### src/rtl/bf2ii_rot_stage.sv
// Radix-2^2 BF2II stage: conditionally rotates the sub term by -j on the second
// half of every NBLK-beat period, then forms exact-width sums and differences.
module bf2ii_rot_stage #(
    parameter int WIDTH = 14,
    parameter int DEPTH = 2,
    parameter int NBLK  = 4
) (
    input  logic                    clk,
    input  logic                    rstn,
    input  logic                    en,
    input  logic                    din_valid,
    input  logic                    sof_in,
    input  logic signed [WIDTH-1:0] din_R_add  [DEPTH],
    input  logic signed [WIDTH-1:0] din_R_sub  [DEPTH],
    input  logic signed [WIDTH-1:0] din_Q_add  [DEPTH],
    input  logic signed [WIDTH-1:0] din_Q_sub  [DEPTH],
    output logic                    dout_valid,
    output logic                    sof_out,
    output logic signed [WIDTH+1:0] dout_R_add [DEPTH],
    output logic signed [WIDTH+1:0] dout_R_sub [DEPTH],
    output logic signed [WIDTH+1:0] dout_Q_add [DEPTH],
    output logic signed [WIDTH+1:0] dout_Q_sub [DEPTH]
);

    localparam int CW = $clog2(NBLK);

    function automatic logic signed [WIDTH:0] ext_sub(input logic signed [WIDTH-1:0] x);
        return {x[WIDTH-1], x};
    endfunction

    function automatic logic signed [WIDTH+1:0] ext_add(input logic signed [WIDTH-1:0] x);
        return {{2{x[WIDTH-1]}}, x};
    endfunction

    function automatic logic signed [WIDTH+1:0] ext_rot(input logic signed [WIDTH:0] x);
        return {x[WIDTH], x};
    endfunction

    logic [CW-1:0] cnt;
    logic [CW-1:0] phase;
    logic          rot;
    logic          acc;

    logic signed [WIDTH:0]   sr_n  [DEPTH];
    logic signed [WIDTH:0]   sq_n  [DEPTH];
    logic signed [WIDTH-1:0] ar_p1 [DEPTH];
    logic signed [WIDTH-1:0] aq_p1 [DEPTH];
    logic signed [WIDTH:0]   sr_p1 [DEPTH];
    logic signed [WIDTH:0]   sq_p1 [DEPTH];
    logic                    vld_p1, sof_p1;

    logic signed [WIDTH+1:0] ra_p2 [DEPTH];
    logic signed [WIDTH+1:0] rs_p2 [DEPTH];
    logic signed [WIDTH+1:0] qa_p2 [DEPTH];
    logic signed [WIDTH+1:0] qs_p2 [DEPTH];
    logic                    vld_p2, sof_p2;

    assign acc   = en & din_valid;
    assign phase = sof_in ? '0 : cnt;
    // NBLK is a power of two, so the MSB of the phase marks the second half.
    assign rot   = phase[CW-1];

    always_ff @(posedge clk or negedge rstn) begin
        if (!rstn)
            cnt <= '0;
        else if (acc)
            cnt <= phase + CW'(1);
    end

    always_comb begin
        for (int i = 0; i < DEPTH; i++) begin
            sr_n[i] = ext_sub(din_R_sub[i]);
            sq_n[i] = ext_sub(din_Q_sub[i]);
            if (rot) begin
                sr_n[i] = ext_sub(din_Q_sub[i]);
                sq_n[i] = -ext_sub(din_R_sub[i]);
            end
        end
    end

    // Stage 1: operand alignment and -j rotation
    always_ff @(posedge clk or negedge rstn) begin
        if (!rstn) begin
            for (int i = 0; i < DEPTH; i++) begin
                ar_p1[i] <= '0;
                aq_p1[i] <= '0;
                sr_p1[i] <= '0;
                sq_p1[i] <= '0;
            end
        end else if (acc) begin
            for (int i = 0; i < DEPTH; i++) begin
                ar_p1[i] <= din_R_add[i];
                aq_p1[i] <= din_Q_add[i];
                sr_p1[i] <= sr_n[i];
                sq_p1[i] <= sq_n[i];
            end
        end
    end

    always_ff @(posedge clk or negedge rstn) begin
        if (!rstn) begin
            vld_p1 <= 1'b0;
            sof_p1 <= 1'b0;
            vld_p2 <= 1'b0;
            sof_p2 <= 1'b0;
        end else if (en) begin
            vld_p1 <= din_valid;
            sof_p1 <= din_valid & sof_in;
            vld_p2 <= vld_p1;
            sof_p2 <= sof_p1;
        end
    end

    // Stage 2: full-precision butterfly, two guard bits absorb the growth
    always_ff @(posedge clk or negedge rstn) begin
        if (!rstn) begin
            for (int i = 0; i < DEPTH; i++) begin
                ra_p2[i] <= '0;
                rs_p2[i] <= '0;
                qa_p2[i] <= '0;
                qs_p2[i] <= '0;
            end
        end else if (en) begin
            for (int i = 0; i < DEPTH; i++) begin
                ra_p2[i] <= ext_add(ar_p1[i]) + ext_rot(sr_p1[i]);
                rs_p2[i] <= ext_add(ar_p1[i]) - ext_rot(sr_p1[i]);
                qa_p2[i] <= ext_add(aq_p1[i]) + ext_rot(sq_p1[i]);
                qs_p2[i] <= ext_add(aq_p1[i]) - ext_rot(sq_p1[i]);
            end
        end
    end

    assign dout_valid = vld_p2;
    assign sof_out    = sof_p2;
    assign dout_R_add = ra_p2;
    assign dout_R_sub = rs_p2;
    assign dout_Q_add = qa_p2;
    assign dout_Q_sub = qs_p2;

endmodule

### config.mk
export PLATFORM = sky130hd
export DESIGN_NAME = bf2ii_rot_stage
export DESIGN_NICKNAME = d
export VERILOG_FILES = /design/src/rtl/bf2ii_rot_stage.sv
export SDC_FILE = /design/constraint.sdc
export NUM_CORES = 1
export LEC_CHECK = 0
export ABC_AREA = 1
export BUFFER_PORTS_ARGS = -buffer_cell sky130_fd_sc_hd__buf_2
export CORE_ASPECT_RATIO = 1.5
export CORE_MARGIN = 5
export CORE_UTILIZATION = 55
export CTS_CLUSTER_DIAMETER = 60
export DETAILED_ROUTE_END_ITERATION = 16
export PLACE_DENSITY = 0.77
export SYNTH_ARGS = -nofsm -noshare
export SYNTH_HDL_FRONTEND = slang
export SYNTH_SLANG_ARGS = --single-unit
export TNS_END_PERCENT = 20
### constraint.sdc
create_clock -name clk -period 2.4 [get_ports clk]
set_input_delay 0.12 -clock clk [delete_from_list [all_inputs] [get_ports clk]]
set_output_delay 0.12 -clock clk [all_outputs]
set_load 0.005 [all_outputs]
==> impl_metrics.env <==
export IMPL_die_area_mm2=0.0344
export IMPL_finalPower_mw=19.3
export IMPL_gp_congestion=0.947
export IMPL_clk_latency_ns=0.57
export IMPL_skew_ns=0.0214
export IMPL_grt_usage_pct=33.0
export IMPL_cts_made_buffers=28
export IMPL_grt_pass1_wl_mm=91.7
export IMPL_critPathRequiredTime_ns=2.89
export IMPL_fin_area_mm2=0.0207
export IMPL_via_count=17400
export IMPL_leakage_nw=11.5
export IMPL_via_per_inst=5.37
export IMPL_fp_dieW_um=153
export IMPL_dpl_instance_area_mm2=0.0185
export IMPL_ys_types=42
export IMPL_first_pass_iters=9
export IMPL_cts_tree="built"
export IMPL_core_mm2=0.0304
export IMPL_grt_max_degree=113
export IMPL_synthAdderAreaFrac_pct=9.68
export IMPL_synth_top_cell_area_share_pct=36.1
export IMPL_netlist_instances=2483
export IMPL_nets=3047
export IMPL_dieHeight_um=225
export IMPL_ir_drop_v=0.000738
export IMPL_ys_warn_count=0
export IMPL_cts_clk_slew_worst_paths_ns=0.06
export IMPL_drt_iter0_drc=1459
export IMPL_syn_area_mm2=0.0169
export IMPL_post_drt_wl_per_cell_um=18.0
export IMPL_async_flop_share_pct=100
export IMPL_dp_hpwl_mm=43.0
export IMPL_p_per_area_mw_per_mm2=935
export IMPL_worst_pin_slew_ns=0.814
export IMPL_min_period_over_period_pct=97.8
export IMPL_hold_viol=0
export IMPL_grt_pass1_vias=17300
export IMPL_fin_crit_ns=2.35
export IMPL_synthXorXnorAreaFrac_pct=1.92
export IMPL_synth_compound_area_share_pct=11.2
export IMPL_synth_ff_type="dfrtp_1"
export IMPL_htree_levels=1
export IMPL_yosysMostFrequentCell="nand2_1"
export IMPL_fillCellCount=2657
export IMPL_synth_simple_area_share_pct=30.7
export IMPL_clk_path_buf_depth=3
export IMPL_cp_start_kind="primary input"
export IMPL_critPathKind="in -> reg"
export IMPL_cp_data_arrival_time_ns=2.84
export IMPL_drv_cap=0
export IMPL_drive_above_1_share_pct=12.3
export IMPL_status="finished clean"
export IMPL_slew_headroom_pct=45.2
export IMPL_setup_violations=0
export IMPL_yosysTopAreaCell="dfrtp_1"
export IMPL_fmax_ghz=0.426
export IMPL_synth_edf_count=0
export IMPL_routed_wl_mm=58.2
export IMPL_drc=0
export IMPL_hold_path_class="in -> reg"
export IMPL_cts_sinks=244
export IMPL_synth_avg_cell_area_um2=6.81
export IMPL_yosys_mux_area_fraction_pct=0
export IMPL_overflow=0
export IMPL_synth_commonest_cells="nand2_1 (887), inv_1 (330), dfrtp_1 (244)"
export IMPL_ys_seq_area_share_pct=36.1
export IMPL_critPathMaxFanout=5
export IMPL_cp_end_kind="flip-flop"
export IMPL_hold_ws_ns=0.0141
export IMPL_ant_nets=0
export IMPL_synth_seq_cells=244
export IMPL_rows=78
export IMPL_area_growth_synth_to_final_pct=22.3
export IMPL_antenna_found_initial=11
export IMPL_start_util_pct=55.7
export IMPL_syn_nets=2726
export IMPL_numPortBuffers=246
export IMPL_synth_top_family_by_area="simple AND/OR/NAND/NOR gates"
export IMPL_io_pins=247
export IMPL_slew_viol_final=0
export IMPL_root_buffer="clkbuf_16"
export IMPL_ys_top_cells_by_area="dfrtp_1 (36%), nand2_1 (20%), ha_1 (8.7%), inv_1 (7.3%), nand3_1 (4.9%)"
==> worst max-delay path, stage by stage <==
cell           delay, ns
dlygate4sd3_1       0.57
buf_2               0.17
nor2_2              0.15
nand3_2             0.10
nor3_4              0.24
nand2_1             0.09
nand2_1             0.06
dlygate4sd3_1       0.54
nand3_1             0.08
a21oi_2             0.15
dlygate4sd3_1       0.56
==> per-stage QoR <==
step	setup TNS (ns)	util, %	instances	worst slack (ns)
2_1_floorplan	0	-	2483	0.648
3_3_place_gp	0	60.8	3057	0.300
3_5_place_dp	0	60.8	3057	0.342
4_1_cts	0	67.9	3221	0.0658
5_1_grt	-0.0114	68.1	3228	-0.0114
6_report	0	68.1	3232	0.0519
==> cells in the final DEF (no fill, tap or decap), drive strengths merged, types with 16 or more instances in the layout <==
| master | synthesis | final |
|---|---|---|
| nand2 | 888 | 888 |
| inv | 337 | 339 |
| buf | 73 | 276 |
| dfrtp | 244 | 244 |
| o21ai | 173 | 173 |
| nand3 | 167 | 167 |
| nor2 | 166 | 166 |
| a21oi | 139 | 139 |
| ha | 118 | 118 |
| dlygate4sd3 | 0 | 114 |
| xor2 | 35 | 35 |
| clkbuf | 26 | 34 |
| nor3 | 27 | 27 |
| nand4 | 19 | 19 |
| o21bai | 16 | 16 |
==> per-layer routing <==
layer  global-route usage, %  part of all wire [%]  up-vias
met5                       0                 0.086        -
met4                    15.2                   4.8       10
met3                    6.03                   7.9      179
met2                    57.3                    49      712
met1                    39.7                    38     8033
li1                        -                     -     8424
==> area by class of cell <==
class	instances	area [µm²]	share of cell area [%]
multi-input cells	1802	9080	43.9
flip-flops and latches	244	6110	29.5
repair buffers	390	2700	13.0
inverters	338	1270	6.15
clock buffers	34	754	3.65
well taps	400	500	2.42
clock inverters	16	251	1.22
diodes	8	20.0	0.0968
==> registers in the layout, indices dropped and copies added (netlist names) <==
register / count
dout_Q_add: 32
dout_R_add: 32
dout_Q_sub: 30
dout_R_sub: 30
sq_p1: 30
aq_p1: 28
ar_p1: 28
sr_p1: 28
cnt: 2
dout_valid: 1
sof_out: 1
sof_p1: 1
vld_p1: 1
==> final timing paths <==
kind / from / end / slack, ns / cells past startpoint
max: din_R_sub[21] / sq_p1[27] / 0.05 / 11
min: din_R_sub[6] / sq_p1[6] / 0.01 / 4
max reg2reg: cnt[1] / sq_p1[15] / 0.21 / 7
min reg2reg: dout_R_sub[27] / dout_R_sub[27] / 0.47 / 2
max in group asynchronous: rstn / dout_R_sub[11] / 1.52 / 3
min in group asynchronous: rstn / dout_Q_add[6] / 0.13 / 2
==> power by group <==
part	internal (mW)	switching (mW)	total, mW
Combinational	3.10	5.39	8.49
Clock	2.89	1.86	4.75
Sequential	5.30	0.800	6.10
==> logic make-up after synthesis <==
family | after synthesis
flops | 244
xor+xnor | 37
simple gates | 1284
buf+inv | 437
fa+ha+maj | 126
compound gates | 355
==> what timing repair did <==
| action | in CTS | in global routing |
|---|---|---|
| resized for setup | 0 | 7 |
| setup endpoints to repair | 0 | 2 |
| hold buffers | 114 | 0 |
| endpoints found under the hold margin | 173 | 0 |
| setup buffers | 0 | 3 |
Note: power is estimated with default switching activity, not from simulation.
